===== config.mk =====
export PLATFORM = sky130hd
export DESIGN_NAME = latrnq_array
export DESIGN_NICKNAME = d
export VERILOG_FILES = /design/src/rtl/latrnq_array_pkg.sv /design/src/rtl/latrnq_array_entry.sv /design/src/rtl/latrnq_array.sv
export SDC_FILE = /design/constraint.sdc
export NUM_CORES = 1
export LEC_CHECK = 0
export BUFFER_PORTS_ARGS = -buffer_cell sky130_fd_sc_hd__buf_2
export CAP_MARGIN = 20
export CORE_UTILIZATION = 52
export DETAILED_ROUTE_END_ITERATION = 8
export PLACE_DENSITY_LB_ADDON = 0.1
export SYNTH_ARGS = -nofsm -noshare
export SYNTH_HDL_FRONTEND = slang
export SYNTH_SLANG_ARGS = --single-unit
export TNS_END_PERCENT = 10

===== constraint.sdc =====
create_clock -name CLK -period 5.4 [get_ports CLK]
set_input_delay 1.08 -clock CLK [delete_from_list [all_inputs] [get_ports CLK]]
set_output_delay 1.08 -clock CLK [all_outputs]
set_load 0.01 [all_outputs]

===== src/rtl/latrnq_array_pkg.sv =====
// Shared sizing helpers and reset-synchroniser depth for the latrnq_array register file.
package latrnq_array_pkg;

   localparam int RST_SYNC_DEPTH = 2;

   function automatic int lat_aw(input int depth);
      return (depth > 1) ? $clog2(depth) : 1;
   endfunction

   function automatic int lat_cw(input int depth);
      return $clog2(depth + 1);
   endfunction

endpackage


===== src/rtl/latrnq_array_entry.sv =====
// One storage slot: WIDTH data bits plus a valid bit that only reset or a clear can drop.
module latrnq_array_entry #(
   parameter int WIDTH = 8
) (
   input  logic             clk_i,
   input  logic             rst_ni,
   input  logic             we_i,
   input  logic             clr_i,
   input  logic [WIDTH-1:0] d_i,
   output logic [WIDTH-1:0] data_o,
   output logic             vld_o
);

   logic             vld_d, vld_q;
   logic [WIDTH-1:0] data_q;

   always_comb begin
      vld_d = vld_q;
      if (clr_i) begin
         vld_d = 1'b0;
      end else if (we_i) begin
         vld_d = 1'b1;
      end
   end

   always_ff @(posedge clk_i or negedge rst_ni) begin
      if (!rst_ni) begin
         vld_q <= 1'b0;
      end else begin
         vld_q <= vld_d;
      end
   end

   // Data bits are qualified by the valid bit, so they carry no reset.
   always_ff @(posedge clk_i) begin
      if (we_i) begin
         data_q <= d_i;
      end
   end

   assign data_o = data_q;
   assign vld_o  = vld_q;

endmodule


===== src/rtl/latrnq_array.sv =====
// Small register file with per-entry valid bits, registered read port, optional write-to-read bypass.
module latrnq_array
   import latrnq_array_pkg::*;
#(
   parameter  int WIDTH  = 8,
   parameter  int DEPTH  = 8,
   parameter  int BYPASS = 1,
   localparam int AW     = lat_aw(DEPTH),
   localparam int CW     = lat_cw(DEPTH)
) (
   input  logic             CLK,
   input  logic             RN,
   input  logic             WE,
   input  logic [AW-1:0]    WA,
   input  logic [WIDTH-1:0] D,
   input  logic             RE,
   input  logic [AW-1:0]    RA,
   input  logic             CLR,
   output logic [WIDTH-1:0] Q,
   output logic             QV,
   output logic [CW-1:0]    CNT
);

   localparam logic [AW:0] DEPTH_W = (AW + 1)'(DEPTH);

   logic [RST_SYNC_DEPTH-1:0] rsync_q;
   logic                      wr_run, rd_run;

   logic [WIDTH-1:0] ent_data [DEPTH];
   logic [DEPTH-1:0] ent_vld;
   logic [DEPTH-1:0] ent_we;

   logic             wa_ok, wr_ok, clr_en, re_en, wa_vld;
   logic [WIDTH-1:0] rd_data;
   logic             rd_vld;

   logic [WIDTH-1:0] q_d, q_q;
   logic             qv_d, qv_q;
   logic [CW-1:0]    cnt_d, cnt_q;

   // Writes open after the first synchroniser stage, reads only once release is fully synchronised.
   always_ff @(posedge CLK or negedge RN) begin
      if (!RN) begin
         rsync_q <= '0;
      end else begin
         rsync_q <= {rsync_q[RST_SYNC_DEPTH-2:0], 1'b1};
      end
   end

   assign wr_run = rsync_q[0];
   assign rd_run = rsync_q[RST_SYNC_DEPTH-1];

   for (genvar g = 0; g < DEPTH; g++) begin : g_entry
      latrnq_array_entry #(
         .WIDTH (WIDTH)
      ) u_entry (
         .clk_i  (CLK),
         .rst_ni (RN),
         .we_i   (ent_we[g]),
         .clr_i  (clr_en),
         .d_i    (D),
         .data_o (ent_data[g]),
         .vld_o  (ent_vld[g])
      );
   end

   always_comb begin
      wa_ok   = ({1'b0, WA} < DEPTH_W);
      clr_en  = CLR & wr_run;
      wr_ok   = WE & wr_run & ~CLR & wa_ok;
      re_en   = RE & rd_run;
      ent_we  = '0;
      wa_vld  = 1'b0;
      rd_data = '0;
      rd_vld  = 1'b0;
      for (int i = 0; i < DEPTH; i++) begin
         if (WA == AW'(i)) begin
            ent_we[i] = wr_ok;
            wa_vld    = ent_vld[i];
         end
         if (RA == AW'(i)) begin
            rd_data = ent_data[i];
            rd_vld  = ent_vld[i];
         end
      end
      if (!rd_vld) begin
         rd_data = '0;
      end
      // A dropped write (clear or out-of-range address) is never forwarded.
      if ((BYPASS != 0) && wr_ok && (WA == RA)) begin
         rd_data = D;
         rd_vld  = 1'b1;
      end
   end

   always_comb begin
      q_d   = q_q;
      qv_d  = qv_q;
      cnt_d = cnt_q;
      if (re_en) begin
         q_d  = rd_data;
         qv_d = rd_vld;
      end
      if (clr_en) begin
         cnt_d = '0;
      end else if (wr_ok && !wa_vld) begin
         cnt_d = cnt_q + CW'(1);
      end
   end

   always_ff @(posedge CLK or negedge RN) begin
      if (!RN) begin
         q_q   <= '0;
         qv_q  <= 1'b0;
         cnt_q <= '0;
      end else begin
         q_q   <= q_d;
         qv_q  <= qv_d;
         cnt_q <= cnt_d;
      end
   end

   assign Q   = q_q;
   assign QV  = qv_q;
   assign CNT = cnt_q;

endmodule


==> impl.org <==
** Power and ir drop
- Worst vdd rail ir drop :: 0.1699 mV
- In this run the power spent charging and discharging nets is 297.3 uW.
- Cell internal power was estimated by the tool at 994.2 uW.
- Switching part of the total power :: 23.02%
- Power per cell area :: 312.5 nW/um^2
- Share of power burned in combinational logic :: 8.5%
- Cell leakage power :: 1.563 nW
- Part of the power in the clock network :: 33.5%
- Proportion of power drawn by flip-flops and latches :: 57.9%

** Global routing
- The first global-routing pass estimated 11180 um of wire.
- Vias in the first global route :: 2087
- Global routing used 21.28% of the available tracks across all layers.
- Maximum number of pins on one net before global-route repair :: 24
- After global routing the overflow that remains totals 0.
- The number of antenna violations at the first check in global routing came to 0.

** Synth
- Among all flip-flop cells after synthesis, the most frequent one is sky130_fd_sc_hd__edfxtp_1.
- Most common library cells after synthesis :: 64 x sky130_fd_sc_hd__edfxtp_1, 23 x sky130_fd_sc_hd__dfrtp_1, 17 x sky130_fd_sc_hd__nand2_1, 16 x sky130_fd_sc_hd__mux4_2, 13 x sky130_fd_sc_hd__a21oi_1
- After synthesis, flip-flops and latches occupy 67.59% of the total area.
- The synthesized netlist devotes 9.550% of its cell area to compound gates.
- Number of enable-type register cells in the synthesized netlist :: 64
- The synthesized netlist occupies a cell area of 3695 um^2.
- Synthesized flop and latch total :: 87
- Leading cell types by total area after synthesis :: sky130_fd_sc_hd__edfxtp_1 52%, sky130_fd_sc_hd__dfrtp_1 16%, sky130_fd_sc_hd__mux4_2 9.8%, sky130_fd_sc_hd__mux2i_1 3.3%, sky130_fd_sc_hd__a21oi_1 1.8%
- Summing the areas of all and, or, nand and nor instances in the mapped netlist gives 5.825% of the synthesized area.
- Instance count of the mapped netlist :: 221
- Summing the areas of all fa, ha and maj instances in the mapped netlist gives 0.3386% of the synthesized area.
- Number of nets produced by synthesis :: 241
- By instance count, the leading cell after synthesis is sky130_fd_sc_hd__edfxtp_1.
- Summed over all instances, the cell type with the most area after synthesis is sky130_fd_sc_hd__edfxtp_1.
- After synthesis, the share of flip-flops with an asynchronous set or reset is 26.44%.
- Combinational family with the most area after synthesis :: multiplexers
- Number of unique standard cell types used by synthesis :: 42
- Mean cell area of the mapped netlist :: 16.72 um^2
- After synthesis, the share of cell area in mux cells is 13.31%.
- For this run, the number of Yosys warnings is 0.
- Parity-gate share of the synthesized area counting xor and xnor cells :: 1.185%
- The top cell type by area accounts for 52.01% of the synthesized area.

** Flow run
- The tool flagged a number of max-cap violations equal to 0.

** Routing
- Drt initial violations :: 127
- Number of search-and-repair iterations in the first detailed-routing pass :: 4
- DRC violations left :: 0
- The final layout contains routed wiring with a total length of 7168 um.
- Dividing the detail-routed wire length by the instance count gives 19.91 um.
- In this run the remaining antenna-violating nets after routing total 0.
- Count of vias placed by the detailed router :: 2102
- Using the TritonRoute via totals, the vias-per-cell ratio works out to 5.839.

** Place
- HPWL Detailed :: 4628 um
- Number of I/O port buffers :: 31
- At the end of routability-driven placement, the weighted congestion stood at 0.8344.
- Total placed cells including tap cells :: 344

** CTS
- Longest Clk Path Bufs :: 2
- CTS placed an instance of sky130_fd_sc_hd__clkbuf_8 at the clock tree root.
- TritonCTS built the clock tree.
- The number of gates resized after CTS was 0.
- Hold repair after CTS inserted 0 buffers.
- The number of clock buffers added by TritonCTS is 9.
- Clock-pin slew was measured on the worst setup and hold paths at 0.08 ns.
- In this run the number of H-tree levels came out at 3.
- For the worst-skew pair, the clock arrives at the later sink with an insertion delay of 0.35 ns.
- Buffers added to address setup during post-CTS repair amount to 0.
- Clk sink count :: 87

** Timing
- Number of max-slew violations in the final report :: 0
- Tightest hold margin :: 0.4933 ns
- Of the available clock period, the critical path in the final layout requires 47.34%.
- Across the routed clock network, the largest skew measured is 0.009443 ns.
- Max_slew headroom :: 27.65%
- Sum Neg Setup Slack :: 0 ns
- The smallest clock period supported by the final layout is computed as 2.556 ns.
- Number of hold violations in the final report :: 0
- Setup repair after global routing left no endpoint under its margin.
- Worst-Margin Slew :: 1.081 ns
- For this run, the top clock speed supported by timing is 391.2 MHz.
- Setup Viol. Count Final :: 0

** Floorplanning
- Standard cell core area :: 6832 um^2
- Number of rows in the core area :: 30
- Full die area :: 7447 um^2
- Measured along the y axis, the die boundary spans 86.30 um.
- I/O pin count :: 32
- From left edge to right edge, the die measures 86.30 um.
- For this configuration, the core starts out at a cell density of 54.08%.

** Finish
- Combined flip-flop and latch cell area :: 2497 um^2
- Leaving out filler cells and counting taps, the final layout contains 360.
- In the final layout, the multi-input gates occupy 1126 um^2.
- The post-route netlist has 28.79% of its cells at a drive strength greater than 1.
- Nets :: 279
- The number of antenna diodes in the final layout is 0.
- Area growth from synthesis to layout :: 11.85%
- The filler cells instantiated in the layout total 548.

** Outcome
- Status :: finished, final reports clean

** Critical path
- Critical Path Source Type :: input pin
- The critical path is of the in -> reg type.
- Crit path required time :: 5.61 ns
- In this run the worst path has a maximum fanout of 22.
- The worst setup path is captured at a flop.
- Data on the critical path arrives at its endpoint at 2.76 ns.

** Min path
- Hold/Removal Path Class :: reg -> reg
## final timing paths
check                                                          to            startpoint  cells past startpoint  slack (ns)
max in group asynchronous                        Q[2]$_DFFE_PN0P_                    RN                      1        4.33
min in group asynchronous                    rsync_q[0]$_DFF_PN0_                    RN                      1        0.70
hold reg to reg                              rsync_q[1]$_DFF_PN0_  rsync_q[0]$_DFF_PN0_                      0        0.49
setup / recovery                                 Q[2]$_DFFE_PN0P_                 RA[0]                      6        2.84
hold / removal                               rsync_q[1]$_DFF_PN0_  rsync_q[0]$_DFF_PN0_                      0        0.49
setup reg to reg           g_entry[6].u_entry.data_o[2]$_DFFE_PP_  rsync_q[0]$_DFF_PN0_                      4        3.37
## placed cells by master, fill, tap and decap left out, drive strengths merged, types with 2 or more instances in the layout
| cell type | n |
|---|---|
| a21o | 7 |
| a21oi | 13 |
| buf | 36 |
| clkbuf | 12 |
| clkinvlp | 2 |
| dfrtp | 23 |
| edfxtp | 64 |
| inv | 3 |
| mux2i | 12 |
| mux4 | 16 |
| nand2 | 17 |
| nand2b | 2 |
| nand3 | 2 |
| nand3b | 3 |
| nor2 | 7 |
| nor3 | 4 |
| nor4 | 2 |
| o211ai | 2 |
| o21a | 7 |
| o21ai | 2 |
| o221ai | 5 |
| o22ai | 6 |
| xnor2 | 2 |
| xor2 | 3 |
## through the flow
step	util, %	setup WS (ns)	power [mW]	area [um^2]
after floorplan	-	2.803	0.8305	3695
after detailed placement	57.78	2.448	0.8742	3948
final	60.49	2.844	1.292	4133
after global routing	60.49	2.660	1.338	4133
after global placement	57.78	2.546	0.8723	3948
after CTS	60.49	2.818	1.297	4133
## final cells by class
| class | instances | share of cell area, % |
|---|---|---|
| Sequential cell | 87 | 60.43 |
| Clock inverter | 4 | 1.211 |
| Clock buffer | 12 | 3.270 |
| Tap cell | 96 | 2.906 |
| Inverter | 3 | 0.2725 |
| Multi-Input combinational cell | 122 | 27.25 |
| Timing Repair Buffer | 36 | 4.662 |
## kinds of logic (layout without fill, tap and decap cells)
group / count (synthesis) / count (layout)
other cells: 1 / 1
simple gates: 39 / 39
mux: 29 / 29
compound gates: 47 / 47
buf+inv: 12 / 55
flops: 87 / 87
fa+ha+maj: 1 / 1
xor+xnor: 5 / 5
## worst max-delay path, cell delays in order
cell	delay [ns]
sky130_fd_sc_hd__buf_2	0.50
sky130_fd_sc_hd__xor2_1	0.20
sky130_fd_sc_hd__nor4_4	0.53
sky130_fd_sc_hd__nor2_2	0.11
sky130_fd_sc_hd__nand3_2	0.19
sky130_fd_sc_hd__o221ai_1	0.15
## flip-flops by register name, summed over array words and instances, names as in the netlist
name	count
g_entry.u_entry.vld_o	8
rsync_q	2
Q	8
g_entry.u_entry.data_o	64
QV	1
CNT	4
## power groups by stage
stage               Sequential [mW]  Combinational [mW]  Clock, mW
global route                  0.750               0.121      0.468
floorplan                     0.766              0.0646          0
detailed placement            0.763               0.111          0
finish                        0.748               0.110      0.433
global placement              0.763               0.109          0
CTS                           0.748               0.111      0.438
## per-layer routing
metal / part of all wire [%] / global-route usage, %
met1: 45 / 28.58
met2: 48 / 33.26
met3: 4.0 / 4.190
met4: 2.9 / 11.21
met5: 0 / 0
Note: power is estimated with default switching activity, not from simulation.
